$ cat config.mk
export PLATFORM = sky130hd
export DESIGN_NAME = conti_link_fifo
export DESIGN_NICKNAME = d
export VERILOG_FILES = /design/src/rtl/conti_link_fifo.sv
export SDC_FILE = /design/constraint.sdc
export NUM_CORES = 1
export LEC_CHECK = 0
export CORE_ASPECT_RATIO = 1.1
export CORE_MARGIN = 3
export CORE_UTILIZATION = 59
export CTS_CLUSTER_SIZE = 16
export DETAILED_ROUTE_END_ITERATION = 10
export PLACE_DENSITY_LB_ADDON = 0.25
export SLEW_MARGIN = 40
export SYNTH_ARGS = -nofsm -noshare
export SYNTH_HDL_FRONTEND = slang
export SYNTH_SLANG_ARGS = --single-unit
$ cat constraint.sdc
create_clock -name clk -period 7.3 [get_ports clk]
set_input_delay 1.46 -clock clk [delete_from_list [all_inputs] [get_ports clk]]
set_output_delay 1.46 -clock clk [all_outputs]
set_load 0.01 [all_outputs]
$ cat src/rtl/conti_link_fifo.sv
// conti_link_fifo: buffered WIDTH-bit word link between clock-module subsystems.
// Show-ahead FIFO with ready/valid on both sides, synchronous flush and an
// output-side hold that freezes delivery without disturbing stored contents.
module conti_link_fifo #(
  parameter int unsigned WIDTH = 32,
  parameter int unsigned DEPTH = 4,
  localparam int unsigned CW = $clog2(DEPTH + 1)
) (
  input  logic             clk,
  input  logic             rst,
  input  logic             flush,
  input  logic             hold,
  input  logic [WIDTH-1:0] in_data,
  input  logic             in_valid,
  output logic             in_ready,
  output logic [WIDTH-1:0] out_data,
  output logic             out_valid,
  input  logic             out_ready,
  output logic [CW-1:0]    count,
  output logic             full,
  output logic             empty
);

  localparam int unsigned AW = $clog2(DEPTH);

  logic [WIDTH-1:0] mem_q [DEPTH];
  logic [AW-1:0]    wr_ptr_q, wr_ptr_d;
  logic [AW-1:0]    rd_ptr_q, rd_ptr_d;
  logic [CW-1:0]    count_q, count_d;
  logic             push_c;
  logic             pop_c;

  // Status and handshake outputs derived from the stored count.
  assign full      = (count_q == CW'(DEPTH));
  assign empty     = (count_q == CW'(0));
  assign count     = count_q;
  assign in_ready  = !full;
  assign out_valid = !empty && !hold;
  assign out_data  = mem_q[rd_ptr_q];
  assign push_c    = in_valid && in_ready;
  assign pop_c     = out_valid && out_ready;

  // Next pointer/count values; flush discards any handshake in the same cycle.
  always_comb begin
    wr_ptr_d = wr_ptr_q;
    rd_ptr_d = rd_ptr_q;
    count_d  = count_q;
    if (flush) begin
      wr_ptr_d = '0;
      rd_ptr_d = '0;
      count_d  = '0;
    end else begin
      if (push_c) wr_ptr_d = wr_ptr_q + AW'(1);
      if (pop_c)  rd_ptr_d = rd_ptr_q + AW'(1);
      case ({push_c, pop_c})
        2'b10:   count_d = count_q + CW'(1);
        2'b01:   count_d = count_q - CW'(1);
        default: count_d = count_q;
      endcase
    end
  end

  // State and storage registers; reset also clears storage so out_data reads 0.
  always_ff @(posedge clk) begin
    if (rst) begin
      wr_ptr_q <= '0;
      rd_ptr_q <= '0;
      count_q  <= '0;
      for (int unsigned i = 0; i < DEPTH; i++) mem_q[i] <= '0;
    end else begin
      wr_ptr_q <= wr_ptr_d;
      rd_ptr_q <= rd_ptr_d;
      count_q  <= count_d;
      if (push_c && !flush) mem_q[wr_ptr_q] <= in_data;
    end
  end

endmodule

# [After elaboration in Yosys (flattened, before gate mapping)]
# Memories as Yosys holds them, arrays and structs flattened. A register that Yosys moved wholly into a read port is not among the register bits.
# Cells that the tools add are included.
[totals] romBits=0 ff_bits=7 elab_cells=34 ram_bits=128 latchBits=0 mem_count=1
[op_classes] n_mux=11 add_sub_neg=4 n_eq_ne=3 n_reduce_logical=12 div=0 n_shift=0 bitwise_logic=0 mul=0 magnitude_cmp=0
[memory_table] memory="mem_q" words=4 word_bits=32 read_ports=1 rd_ports_with_merged_regs=1 wr=4 line_no="26" rtl="logic [WIDTH-1:0] mem_q [DEPTH];"
[op_table] operator="32-bit two-way mux" n=1
[op_table] operator="32-bit OR reduction" n=1
[op_table] operator="1-bit two-way mux" n=6
[op_table] operator="2-bit two-way mux" n=3
[op_table] operator="3-bit case mux with 2 select lines" n=1
[op_table] operator="2-bit by 1-bit adder with 2-bit output, second input constant" n=2
[op_table] operator="1-bit logical AND" n=4
[op_table] operator="1-bit logical NOT" n=4
[op_table] operator="3-bit by 1-bit adder with 3-bit output, second input constant" n=1
[op_table] operator="3-bit equality test, second input constant" n=1
[op_table] operator="3-bit logical NOT" n=1
[op_table] operator="3-bit by 1-bit subtractor with 3-bit output, second input constant" n=1
[op_table] operator="2-bit by 1-bit equality test with 1-bit output, second input constant" n=1
[op_table] operator="2-bit equality test, second input constant" n=1
[op_table] operator="2-bit nonzero test" n=1
[op_table] operator="2-bit OR reduction" n=1

# [Logic depth before layout (Yosys ltp)]
[logic_depth] ltp_word=9 ltp_mapped=9 depth_no_buf=9

# [Worst setup path after synthesis]
# No wires, ideal clock.
[synth_timing] kind="input to register" from="input in_valid" to="memory mem_q[3][0], enable pin" t_required_ps=6789 slack_ps=1882 path_stages=2 setup_time_ps=511 t_arrival_ps=4907 cell_sequence="inv_1 > o41ai_1"
[synth_rtl] item="start, declared" line_no="14" rtl="input logic in_valid,"
[synth_rtl] item="end, declared" line_no="26"

# [Worst setup path in the final report]
[layout_timing] from="input hold" to="output out_valid"
[layout_via] elab_chain_len=2
[layout_rtl] item="start, declared" line_no="12" rtl="input logic hold,"
[layout_rtl] item="1-bit logical NOT" line_no="38" rtl="assign out_valid = !empty && !hold;"
[layout_rtl] item="1-bit logical AND" line_no="38"
[layout_rtl] item="end, declared" line_no="17" rtl="output logic out_valid,"
# No other way between the ends.

==> summary.txt <==
Critical path
  • Delay-heaviest family, CP: buffers and inverters
  • R2R depth: 6
  • CP bufs+invs: 2
  • CP peak stage delay: 540 ps
  • R2R Setup Slk: 5080 ps
  • CP max FO: 3
  • Slowest CP cell: clkdlybuf4s50_1
  • Arrival time of the worst setup path: 2540 ps
  • Worst Path Required: 5840 ps
  • CP Capture Type: output pin
  • CP most frequent cell: clkdlybuf4s50_1
  • Crit-path cells: clkdlybuf4s50_1 > nor2_1 > clkdlybuf4s50_1
  • CP Class: primary input to output pin
  • Startpoint Class: primary input
  • Reg2reg start: count[1]
  • R2R Path End: mem_q[2][23]

Clock tree
  • Post-CTS Setup Bufs: 0
  • CTS buffer count: 17
  • Clk_lat worst skew: 510 ps
  • Root buffer cell: clkbuf_8
  • Number of gates resized after CTS: 0
  • H-tree depth: 4
  • TritonCTS clock tree: yes
  • Worst-path clk slew: 60 ps
  • Num Clock Sinks: 137
  • CTS Hold Buffers Added: 0
  • Longest Clk Path Bufs: 2

Timing
  • Final hold vios: 0
  • Min cycle time layout: 4003 ps
  • Worst rel slew slack: 52.96%
  • RSZ-0062 raised after global routing: no
  • Fin Setup TNS: 0 ps
  • Worst Skew: 10.64 ps
  • Number of setup violations in the final report: 0
  • Max frequency: 249.8 MHz
  • Share of the clock period used by the worst path: 54.84%
  • Worst slew pin tran: 700.3 ps
  • Setup ws final: 3297 ps
  • Hold_ws: 524.2 ps
  • Pins over their slew limit: 0

Final layout
  • Share of layout cells above drive strength 1: 23.09%
  • Final nets: 486
  • Multi-input gate area: 1899 µm²
  • Fillers: 618
  • Area Overhead vs Synth: 24.48%
  • Design area: 7481 µm²
  • Post-Layout Cell Count: 579
  • Diodes inserted: 0
  • Sequential cell area: 4029 µm²

Routing
  • Wire per inst: 20.50 µm
  • Total wire length: 11870 µm
  • DRT Pass-1 Iters: 4
  • # DRC: 0
  • Via count of the routed design: 3280
  • Via density: 5.665
  • Final ANT Viol Nets: 0
  • Iter 0 DRT Violations: 214

Placement
  • DPL Wire Length: 7086 µm
  • Buffers on Ports: 76
  • Placed cells: 547
  • DP Area: 6889 µm²
  • Placer Congestion: 0.7805
  • DP Worst Slack: 3123 ps

Pwr
  • Reg power frac: 48.2%
  • Sw frac: 19.66%
  • Peak VDD IR: 0.1675 mV
  • Internal power: 1.508 mW
  • Combinational share of power: 6.6%
  • Leakage power: 2.678 nW
  • Clk pwr share: 45.2%
  • Switching power: 368.9 µW
  • Pwr per Cell Area: 250.8 nW/µm²

Synthesis
  • Flops & latches, synth: 137
  • Register area share after synthesis: 66.96%
  • Syn avg cell area: 16.42 µm²
  • Synth Instances: 366
  • Distinct cells, synth: 30
  • Post-Syn Area: 6010 µm²
  • Synth warn: 0
  • Post-Syn Nets: 406

Die
  • Die area: 11430 µm²
  • Die Y: 111.9 µm
  • Rows: 38
  • Initial core utilization: 60.77%
  • IO Pins: 77
  • Die span in x: 102.2 µm
  • Core Area: 9889 µm²

Worst hold path
  • Worst Hold Launch: rd_ptr_q[1]
  • Hold path depth: 2
  • Worst min-delay path category: flip-flop to flip-flop

Run status
  • Run status: completed

GRT
  • Vias in the first global route: 3611
  • First-pass GRT wire length: 19050 µm
  • Grt ovf: 0
  • Largest net degree at the start of global routing: 35
  • Antenna violations before repair: 0
  • Total GRT Usage: 22.82%

Job
  • Max cap viols: 0
==> cell type report <==
class                      instances  share of cell area, %
sequential                       137                  53.86
tap                              120                  2.007
inverter                           6                 0.3011
clock inverter                    11                  2.040
timing repair buffer              81                  10.67
multi-input combinational        203                  25.39
clock buffer                      21                  5.737
==> cells in the mapped netlist <==
| cell type | count | area (µm²) |
|---|---|---|
| mux4_2 | 32 | 720.7 |
| nand3b_1 | 1 | 7.510 |
| inv_1 | 4 | 15.01 |
| o211ai_1 | 1 | 7.510 |
| buf_2 | 4 | 20.02 |
| fa_1 | 1 | 20.02 |
| nand2b_1 | 2 | 12.51 |
| dfxtp_1 | 9 | 180.2 |
| a21oi_1 | 6 | 30.03 |
| nand3_2 | 1 | 10.01 |
| buf_1 | 1 | 3.750 |
| clkbuf_1 | 10 | 37.54 |
| nor3_1 | 1 | 5.000 |
| ha_1 | 1 | 12.51 |
| nor4b_4 | 1 | 23.77 |
| inv_2 | 2 | 7.510 |
| nor4_4 | 2 | 42.54 |
| or2_1 | 1 | 6.260 |
| xor2_1 | 2 | 17.52 |
| o21ai_0 | 4 | 20.02 |
| clkbuf_2 | 5 | 25.02 |
| edfxtp_1 | 128 | 3844 |
| and2_1 | 97 | 606.8 |
| nor2_1 | 7 | 26.28 |
| or3b_4 | 1 | 11.26 |
| o41ai_1 | 1 | 8.760 |
| and2_2 | 31 | 232.7 |
| or3_1 | 4 | 25.02 |
| or2_2 | 3 | 18.77 |
| nand2_1 | 3 | 11.26 |
==> cell families (layout without fill, tap and decap cells) <==
logic type                 count (synthesis)  in the layout  share of synthesized area [%]
adders and majority gates                  2              2                         0.5413
buffers and inverters                     26            119                          1.811
DFF                                      137            137                          66.96
xor gates and xnor gates                   2              2                         0.2915
muxes                                     32             32                          11.99
and+or+nand+nor                          155            155                          17.30
AOI/OAI and AO/OA                         12             12                          1.104
==> layout by cell type (no fill, tap or decap), drive strengths merged <==
cell           instances
and2                 128
buf                    5
mux4                  32
o21ai                  4
nor4b                  1
clkinv                 6
ha                     1
inv                    6
dfxtp                  9
o211ai                 1
fa                     1
xor2                   2
or2                    4
bufinv                 4
a21oi                  6
or3b                   1
nand2b                 2
o41ai                  1
edfxtp               128
nor3                   1
nor2                   7
or3                    4
clkbuf                21
clkinvlp               1
nand3b                 1
nor4                   2
nand2                  3
nand3                  1
clkdlybuf4s50         76
==> worst min-delay path: stages, from the launching register on <==
cell     delay, ps
dfxtp_1        310
o21ai_0         70
a21oi_1         90
==> through the flow <==
stage / util, % / total power, mW
finish: 75.65 / 1.876
global route: 75.65 / 1.932
CTS: 75.54 / 1.890
detailed placement: 69.66 / 1.045
global placement: 69.61 / 1.038
floorplan: - / 0.9716
==> power groups by stage <==
stage	registers [mW]	clock network [mW]	logic (mW)
floorplan	0.917	0	0.0550
global placement	0.919	0	0.119
detailed placement	0.922	0	0.123
CTS	0.906	0.859	0.124
global route	0.908	0.892	0.133
finish	0.905	0.849	0.123
==> worst max path at each step <==
stage,cells past startpoint,slack [ps],to,from
global placement,5,3230,mem_q[2][16],in_valid
global route,3,3220,out_data[15],flip-flop
floorplan,2,1880,mem_q[3][0],in_valid
CTS,3,3280,out_data[8],flip-flop
finish,3,3300,out_valid,hold
detailed placement,5,3120,mem_q[2][17],rst
==> routing by layer <==
metal  track usage [%]  routed length [µm]  vias up
met1             28.93                4790     1654
met4             9.099                 240        0
met5                 0                   0        -
met2             37.71                6275       99
met3             5.639                 563       19
li1                  -                   -     1508
==> flip-flops by register name (all words and copies together), names as in the netlist, named ones only <==
name      count
mem_q       128
rd_ptr_q      2
wr_ptr_q      2
count         3
(Power assumes the default switching activity.)
